## config.mk

```make
export PLATFORM = sky130hd
export DESIGN_NAME = sum_1to10_with_regfile_control_unit
export DESIGN_NICKNAME = d
export VERILOG_FILES = /design/src/rtl/sum_1to10_with_regfile_control_unit.sv
export SDC_FILE = /design/constraint.sdc
export NUM_CORES = 1
export LEC_CHECK = 0
export CORE_MARGIN = 8
export CORE_UTILIZATION = 49
export CTS_BUF_LIST = sky130_fd_sc_hd__clkbuf_4 sky130_fd_sc_hd__clkbuf_8 sky130_fd_sc_hd__clkbuf_16
export CTS_CLUSTER_DIAMETER = 150
export DETAILED_ROUTE_END_ITERATION = 7
export GPL_ROUTABILITY_DRIVEN = 1
export PLACE_DENSITY_LB_ADDON = 0.1
export SKIP_CTS_REPAIR_TIMING = 1
export SLEW_MARGIN = 10
export SYNTH_ARGS = -nofsm -noshare
export SYNTH_HDL_FRONTEND = slang
export SYNTH_SLANG_ARGS = --single-unit
```

## constraint.sdc

```tcl
create_clock -name clk -period 4.3 [get_ports clk]
set_input_delay 0.43 -clock clk [delete_from_list [all_inputs] [get_ports clk]]
set_output_delay 0.43 -clock clk [all_outputs]
set_load 0.02 [all_outputs]
```

## src/rtl/sum_1to10_with_regfile_control_unit.sv

```systemverilog
// Moore sequencer driving the 4-entry regfile datapath to compute 1+..+10.
// It adds a start/busy/done handshake, an abort, an iteration counter and a watchdog.
module sum_1to10_with_regfile_control_unit #(
  parameter int unsigned MAX_ITER = 16
) (
  input  logic       clk,
  input  logic       rst,
  input  logic       start,
  input  logic       abort,
  input  logic       iLe10,
  output logic       R1SrcSel,
  output logic [1:0] r_addr_0,
  output logic [1:0] r_addr_1,
  output logic       w_en,
  output logic [1:0] w_addr,
  output logic       OutLoad,
  output logic       busy,
  output logic       done,
  output logic       error,
  output logic [7:0] iter_cnt
);

  typedef enum logic [3:0] {
    S_IDLE,
    S_INIT_I,
    S_INIT_SUM,
    S_CMP,
    S_ADD_SUM,
    S_INC_I,
    S_OUTPUT,
    S_DONE,
    S_ERROR
  } state_t;

  state_t     r_state;
  state_t     w_state_nxt;
  logic [7:0] r_iter_cnt;
  logic       r_error;
  logic       w_en_dec;
  logic       w_outload_dec;

  always_ff @(posedge clk or posedge rst) begin
    if (rst) begin
      r_state    <= S_IDLE;
      r_iter_cnt <= '0;
      r_error    <= 1'b0;
    end else begin
      r_state <= w_state_nxt;
      if (r_state == S_IDLE && start) begin
        r_iter_cnt <= '0;
        r_error    <= 1'b0;
      end else if (r_state == S_ADD_SUM && !abort && r_iter_cnt != 8'hFF) begin
        r_iter_cnt <= r_iter_cnt + 8'd1;
      end
      if (w_state_nxt == S_ERROR && r_state != S_ERROR) begin
        r_error <= 1'b1;
      end
    end
  end

  always_comb begin
    w_state_nxt   = r_state;
    R1SrcSel      = 1'b0;
    r_addr_0      = 2'd0;
    r_addr_1      = 2'd0;
    w_en_dec      = 1'b0;
    w_addr        = 2'd0;
    w_outload_dec = 1'b0;
    busy          = 1'b1;
    done          = 1'b0;
    unique case (r_state)
      S_IDLE: begin
        busy = 1'b0;
        if (start) w_state_nxt = S_INIT_I;
      end
      S_INIT_I: begin
        R1SrcSel    = 1'b1;
        w_addr      = 2'd1;
        w_en_dec    = 1'b1;
        w_state_nxt = S_INIT_SUM;
      end
      S_INIT_SUM: begin
        w_addr      = 2'd2;
        w_en_dec    = 1'b1;
        w_state_nxt = S_CMP;
      end
      S_CMP: begin
        r_addr_1 = 2'd1;
        if (!iLe10)                           w_state_nxt = S_OUTPUT;
        else if (r_iter_cnt == 8'(MAX_ITER)) w_state_nxt = S_ERROR;
        else                                  w_state_nxt = S_ADD_SUM;
      end
      S_ADD_SUM: begin
        r_addr_0    = 2'd2;
        r_addr_1    = 2'd1;
        w_addr      = 2'd2;
        w_en_dec    = 1'b1;
        w_state_nxt = S_INC_I;
      end
      S_INC_I: begin
        r_addr_0    = 2'd1;
        R1SrcSel    = 1'b1;
        w_addr      = 2'd1;
        w_en_dec    = 1'b1;
        w_state_nxt = S_CMP;
      end
      S_OUTPUT: begin
        r_addr_0      = 2'd2;
        w_outload_dec = 1'b1;
        w_state_nxt   = S_DONE;
      end
      S_DONE: begin
        done        = 1'b1;
        w_state_nxt = S_IDLE;
      end
      S_ERROR: begin
        w_state_nxt = S_IDLE;
      end
      default: begin
        busy        = 1'b0;
        w_state_nxt = S_IDLE;
      end
    endcase
    // abort overrides every decision, including the CMP branch; it is inert in IDLE
    if (abort && r_state != S_IDLE) w_state_nxt = S_IDLE;
  end

  assign w_en     = w_en_dec & ~abort;
  assign OutLoad  = w_outload_dec & ~abort;
  assign error    = r_error;
  assign iter_cnt = r_iter_cnt;

endmodule
```

# == Yosys cells after proc, flatten, opt, wreduce, memory -nomap -nowiden ==
# Cells that the tools add are included.
# word_totals
ff_bits,13
input_bits,5
output_inout_bits,20
wordCells,53
# op_classes
add_sub_neg,1
eq_ne,12
muxes,17
bitwise_logic,3
n_reduce_logical,17
# ops
operator,n
one-hot mux 4 bit (6 select lines),1
"equality test 4 x 3 -> 1 bit, second input constant",4
2-to-1 mux 4 bit,4
2-to-1 mux 8 bit,2
OR reduction 2 bit,5
"adder 8 x 1 -> 8 bit, second input constant",1
"equality test 4 x 2 -> 1 bit, second input constant",2
"equality test 4 bit, second input constant",2
"equality test 8 x 5 -> 1 bit, second input constant",1
2-to-1 mux 1 bit,8
"inequality test 8 bit, second input constant",1
one-hot mux 2 bit (2 select lines),2
OR reduction 8 bit,1
logical AND 1 bit,5
"equality test 4 x 1 -> 1 bit, second input constant",1
logical NOT 4 bit,1
"inequality test 4 bit, second input constant",1
nonzero test 2 bit,2
nonzero test 4 bit,1
OR reduction 4 bit,1
bitwise AND 1 bit,2
logical NOT 1 bit,1
inverter 1 bit,1

# == Longest topological paths before layout ==
# Gate-level depths: netlist of the first run.
# logic_depth
word_depth,8
ltp_mapped,6
depth_no_buf,6

# == Worst setup path before layout of the first run ==
# No wires, ideal clock.
# synth_timing
path_type,flip-flop to output port
startpoint,reg r_state[0]
endpoint,out w_en
arrival_time_ns,1.692
required_time_ns,3.870
slack_ns,2.178
path_stages_with_launch,5
path_buffers,1
cell_sequence,dfrtp_1 > clkbuf_1 > nor3b_1 > nor2_1 > nor2_1
# synth_between
elab_chain_len,4
elab_cells_between_ends,7
classes_between,eq/ne (4); mux (1); bitwise (1); reduce/logical (1)
# synth_rtl
element,line_no,source
from (decl),35,state_t r_state;
from (signal assigned),48,r_state <= w_state_nxt;
"equality test 4 x 3 -> 1 bit, or another cell as far along",71,unique case (r_state)
OR reduction 4 bit (no source line) (*),n/a,
2-to-1 mux 1 bit (*),71,
bitwise AND 1 bit (*),128,assign w_en = w_en_dec & ~abort;
to (decl),14,"output logic w_en,"
# Mark *: on every way between the ends. The rest lies on a longest branch, timed or not.

# == Worst setup path in the final report of the first run ==
# layout_timing
startpoint,reg r_state[2]
endpoint,out r_addr_1[0]
# layout_between
elab_chain_len,3
elab_cells_between_ends,4
classes_between,eq/ne (2); mux (1); reduce/logical (1)
# layout_rtl
element,line_no,source
equality test 4 x 3 -> 1 bit / equality test 4 x 2 -> 1 bit (equally long branches),71,
OR reduction 2 bit (no source line) (*),n/a,
2-to-1 mux 1 bit (*),71,
to (decl),13,"output logic [1:0] r_addr_1,"
# Marks and branches as above.

==> results by group, run 1 <==
Pwr
  • Total power: around 0.00047 W
  • Power density over the cells: about 430 nW/um^2
  • Maximum vdd drop: between 200 and 300 uV
  • Leakage power figure: 0.468 nW

Clock network
  • Clock-pin slew on the worst setup and hold paths: 80 ps
  • Clock tree from TritonCTS: yes
  • Number of H-tree branching levels: 1
  • Clock root cell: clkbuf_4
  • Clock insertion delay at the later pin of the skew report: slightly below 300 ps
  • Clock buffer count from CTS: 3
  • TritonCTS sink count: 13
  • Maximum number of buffers from clock root to sink: 2

Routing
  • Number of optimization iterations in the first detailed-route pass: 4
  • Total length of routed wires: a little over 2 mm
  • Detailed-route DRC error count: 0
  • WL per Instance: 15.1 um
  • Number of DRC markers in iteration 0: 24
  • Total number of vias: ~800
  • Number of vias per cell after detailed routing: 5.85
  • Residual antenna-violating net count after detailed routing: 0

Floorplan
  • Chip height: about 57 um
  • Number of rows in the core area: 15
  • Initial standard-cell utilization of the core: 0.505
  • Die area: 3300 sq um
  • Core Box Area: ~1700 sq um
  • Number of top-level pins: 25
  • Die Span X: ~57 um

Yosys
  • Fraction of registers with async set or reset after synthesis: 1.00
  • Count of synthesis-stage warnings from yosys: 0
  • Mapped Avg Cell Area: 8.52 sq um
  • Yosys top cell area share: 0.386
  • Synth area leaders: dfrtp_1 39%, nor2_1 7.6%, xnor2_1 5.2%, nor3_1 3.6%, a21oi_1 3.0%
  • Distinct cells, synth: 35
  • Number of flops mapped to enable cells by yosys: 0
  • Synth Flop Type: dfrtp_1
  • Summed instance area of the synthesized netlist: ~840 sq um
  • Number of nets in the synthesized netlist: roughly 110
  • Sequential element share of the synthesized area: 0.386
  • Top cell type by total area after synthesis: dfrtp_1
  • Most common cell in the synthesized netlist: nor2_1
  • Leading cell types by count after synthesis: 17 x nor2_1, 13 x dfrtp_1, 6 x inv_1, 6 x nor3_1
  • Post-synthesis instance total: ~100
  • Flip-flop and latch count after synthesis: 13

Cells and area
  • Fraction of final layout cells with drive strength greater than 1: 0.0583
  • Layout Area Growth over Synthesis: 29.2%
  • Nets@finish: 128
  • Number of diodes: 0

GRT
  • Pin count of the biggest net entering global routing: 15
  • Wire length of the first global-routing pass: 3.64 mm
  • GRT Residual Overflow: 0
  • Number of antenna violations at the first check in global routing: 0
  • Via count of the first global-routing pass: 807
  • GRT Total Usage: 0.136

Setup path
  • Startpoint of the worst-slack reg-to-reg timing path: r_state[0]
  • Required time at the worst-slack endpoint: about 3900 ps
  • Critical path launch point type: register
  • Worst Reg-to-Reg Cells: 4
  • Endpoint of the most critical register-to-register path: iter_cnt[7]
  • Worst-case register-to-register setup slack: about 2500 ps
  • Crit. End Element: output pin
  • Data arrival time of the critical path: around 2000 ps
  • Biggest fanout along the worst timing path: 12
  • Kind of critical path: register to output pin

Timing
  • Fin. Hold Viols: 0
  • Unrepaired setup endpoints after global routing: false
  • Fin Hold WS: approximately 470 ps
  • Time the final worst path needs with I/O delays and setup: approximately 2500 ps
  • Tcrit/Tclk final: 0.575
  • Actual slew at the worst max-slew pin: 862 ps
  • Headroom to the max-slew limit: 0.420
  • Setup Skew: around 4.0 ps
  • Final-layout setup total negative slack: 0 ps
  • Pins Over Slew Limit: 0
  • Number of failing setup endpoints in the final timing report: 0
  • Highest clock rate: 0.405 GHz

Place
  • Detailed placer's ending HPWL: between 1.5 and 2 mm
  • Routability cong.: 0.831
  • Number of buffers inserted by port buffering: 23

Flow run
  • Max-cap viol count: 0

Outcome
  • Result of the run: complete, no violations

Worst hold path
  • Worst min-delay path class: input pin to async pin
==> per-stage QoR <==
step | setup slack, ps | cell area (sq um) | cells | utilization
floorplan | 2180 | 843 | 99 | -
global placement | 1980 | 1060 | 133 | 0.634
detailed placement | 1950 | 1060 | 133 | 0.634
CTS | 1820 | 1090 | 137 | 0.652
global route | 1660 | 1090 | 137 | 0.652
finish | 1830 | 1090 | 137 | 0.652
==> registers in the layout, summed over array words and instances (netlist names) <==
signal    count
iter_cnt      8
r_state       4
error         1
==> power by group <==
group          leakage [nW]  internal [W]  switching (W)
Combinational         0.271      0.000101       0.000115
Clock                0.0184     0.0000424      0.0000437
Sequential            0.179      0.000134      0.0000330
==> how the worst max path moves through the flow <==
stage	startpoint	end	slack (ps)	cells past startpoint
after floorplan	r_state[0]	w_en	2180	4
after CTS	r_state[2]	r_addr_1[0]	1820	5
after global routing	r_state[2]	r_addr_1[0]	1660	5
final	r_state[2]	r_addr_1[0]	1830	5
after global placement	abort	OutLoad	1980	3
after detailed placement	abort	OutLoad	1950	3
==> cells in the final DEF (no fill, tap or decap), types with 2 or more instances in the layout <==
master and instances:
a21oi_1 5, a31oi_1 3, clkbuf_4 4, clkdlybuf4s50_1 23, dfrtp_1 13, ha_1 2, inv_1 6, nand2_1 4
nand2b_1 2, nand3_1 4, nand4_1 2, nor2_1 17, nor3_1 6, nor3b_1 2, nor4_1 4, o22ai_1 2
xnor2_1 5
==> critical path, cell delays in order (launching register included) <==
cell and delay (ps):
dfrtp_1 580, inv_1 220, nor2_1 170, a21oi_1 80
nor2_1 90, clkdlybuf4s50_1 610
==> final cells by class <==
cell class	count	area [sq um]
Sequential cell	13	325
Fill cell	141	581
Inverter	6	22.5
Timing Repair Buffer	23	230
Multi-Input combinational cell	74	460
Tap cell	17	21.3
Clock buffer	4	30.0
==> cell families after synthesis <==
kind of cell	after synthesis	share of synthesized area
simple gates	50	0.337
compound gates	15	0.111
flops	13	0.386
buf+inv	12	0.0682
xor+xnor	5	0.0519
fa+ha+maj	2	0.0297
other cells	1	0.00445
mux	1	0.0119
==> per-layer routing <==
metal	wire length, um	vias up	global-route usage
met5	0	-	0
met4	35	0	0.0679
met3	155	5	0.0471
met2	972	23	0.220
met1	904	386	0.155
li1	-	388	-
No activity file was read; power rests on OpenSTA's default activity.
==> inputs of run 2 (changes only) <==
CORE_UTILIZATION = 46   (was 49)
clock period = 2.4 ns   (was 4.3 ns; I/O delays follow)
==> results by group, run 2 (same netlist as run 1, synthesis figures left out) <==
Pwr
  • Power share of the combinational group: 0.467
  • Power density over the cells: roughly 760 nW/um^2
  • Clk network pwr share: 0.175
  • Net switching component of the power: 0.000339 W
  • Power share of the sequential group: 0.357
  • Pint: ~0.00051 W
  • Maximum vdd drop: slightly above 400 uV
  • Leakage power figure: about 0.47 nW
  • Switching power share of the total: 0.402

Setup path
  • Stage delay of the slowest cell on the critical path: 620 ps
  • Worst Reg-to-Reg Cells: 4
  • Worst-case register-to-register setup slack: between 600 and 700 ps
  • Biggest fanout along the worst timing path: 14
  • Highest-delay cell along the critical path: clkdlybuf4s50_1
  • Startpoint of the worst-slack reg-to-reg timing path: r_state[1]
  • Endpoint of the most critical register-to-register path: iter_cnt[7]
  • Required time at the worst-slack endpoint: about 2200 ps
  • Critical path launch point type: register
  • Data arrival time of the critical path: around 2000 ps
  • Series of cell instances along the critical path: nor3b_1 -> nor2_1 -> nor2_1 -> clkdlybuf4s50_1
  • Most common cell on crit path: nor2_1
  • Crit. End Element: output pin
  • Kind of critical path: register to output pin

Cells and area
  • Utilization of the core after routing: 0.643
  • Layout Area Growth over Synthesis: 31.6%
  • Flip-flop count of the largest register, all copies and words added: 8
  • Total of fill cells in the finished design: 163
  • Fraction of final layout cells with drive strength greater than 1: 0.0826
  • Area taken by multi-input logic gates: approximately 460 sq um
  • Leading cell types in the layout, fill and taps excluded: 23 x clkdlybuf4s50_1, 17 x nor2_1, 11 x dfrtp_1
  • Most frequent standard cell in the layout excluding fill and tap cells: clkdlybuf4s50_1
  • Cell Count, Final, Fillers Out: roughly 150
  • Nets@finish: 129
  • Area of all sequential standard cells: about 330 sq um
  • Number of diodes: 0

GRT
  • GRT Total Usage: 0.133
  • Via count of the first global-routing pass: between 700 and 800
  • Wire length of the first global-routing pass: roughly 3.6 mm
  • Pin count of the biggest net entering global routing: 15
  • GRT Residual Overflow: 0
  • Number of antenna violations at the first check in global routing: 0

Routing
  • Total length of routed wires: between 2 and 2.5 mm
  • Highest metal layer used by the detailed router: met4
  • Total number of vias: 820
  • Number of optimization iterations in the first detailed-route pass: 4
  • Residual antenna-violating net count after detailed routing: 0
  • Met2 wire len: about 1.0 mm
  • Detailed-route DRC error count: 0
  • Number of vias per cell after detailed routing: 5.62
  • Number of DRC markers in iteration 0: 2
  • WL per Instance: 14.5 um
  • Met1 Routed Length: about 950 um
  • DR WL met3: 120 um

Floorplan
  • Number of rows in the core area: 15
  • Chip height: between 50 and 60 um
  • Die area: approximately 3500 sq um
  • Core Box Area: roughly 1700 sq um
  • Number of top-level pins: 25
  • Die Span X: 58.8 um
  • Initial standard-cell utilization of the core: 0.488

Timing
  • Tcrit/Tclk final: 0.920
  • Number of failing setup endpoints in the final timing report: 0
  • Headroom to the max-slew limit: 0.620
  • Unrepaired setup endpoints after global routing: false
  • Actual slew at the worst max-slew pin: 565 ps
  • Highest clock rate: ~0.45 GHz
  • Fin. Hold Viols: 0
  • Final-layout setup total negative slack: 0 ps
  • Time the final worst path needs with I/O delays and setup: between 2000 and 2500 ps
  • Setup Skew: approximately 8.4 ps
  • Pins Over Slew Limit: 0
  • Final critical-path setup slack: approximately 190 ps

Place
  • Placed Instances: roughly 140
  • Number of buffers inserted by port buffering: 23
  • Worst slack at placement: approximately 370 ps
  • Detailed placer's ending HPWL: approximately 1.6 mm
  • Routability cong.: approximately 0.84

Flow run
  • Max-cap viol count: 0

Outcome
  • Result of the run: complete, no violations

Clock network
  • Clock root cell: clkbuf_4
  • Clock tree from TritonCTS: yes
  • TritonCTS sink count: 13
  • Clock insertion delay at the later pin of the skew report: about 280 ps
  • Number of H-tree branching levels: 1
  • Maximum number of buffers from clock root to sink: 2
  • Clock-pin slew on the worst setup and hold paths: approximately 80 ps
  • Clock buffer count from CTS: 3

Worst hold path
  • Worst min-delay path class: input pin to async pin
## run 2: layer usage
layer / vias to the layer above / track usage
met5: - / 0
li1: 399 / -
met1: 394 / 0.157
met3: 5 / 0.0304
met4: 0 / 0.0717
met2: 22 / 0.218
## run 2: worst max path at each step
stage	from	endpoint	slack (ps)	cells after the start
4_1_cts	r_state[2]	r_addr_1[0]	110	5
2_1_floorplan	r_state[0]	w_en	470	4
5_1_grt	r_state[1]	r_addr_1[0]	60	5
3_5_place_dp	abort	iter_cnt[7]	370	5
6_report	r_state[3]	w_en	190	4
3_3_place_gp	abort	iter_cnt[7]	380	5
## run 2: worst max-delay path, delay by kind of cell (launching register included)
kind / cells / cell delay [ps]
AND/OR/NAND/NOR: 3 / 540
flip-flops: 1 / 540
buffers and inverters: 1 / 620
## run 2: area by class of cell
type / instances / area share
Multi-Input combinational cell: 74 / 0.415
Timing Repair Buffer: 24 / 0.214
Inverter: 6 / 0.0203
Sequential cell: 13 / 0.295
Tap cell: 25 / 0.0282
Clock buffer: 4 / 0.0271
## run 2: power by group through the flow
stage	clock (W)	sequential, W	combinational, W
after floorplan	0	0.000266	0.000286
after global placement	0	0.000302	0.000393
after detailed placement	0	0.000303	0.000397
after CTS	0.000156	0.000299	0.000398
after global routing	0.000158	0.000311	0.000431
final	0.000148	0.000302	0.000395
## run 2: metrics by stage
| step | instance area (sq um) | hold WS (ps) | power [W] |
|---|---|---|---|
| after floorplan | 843 | 117 | 0.000552 |
| after global placement | 1080 | 532 | 0.000695 |
| after detailed placement | 1080 | 536 | 0.000699 |
| after global routing | 1110 | 324 | 0.000900 |
| final | 1110 | 280 | 0.000845 |
| after CTS | 1110 | 283 | 0.000853 |
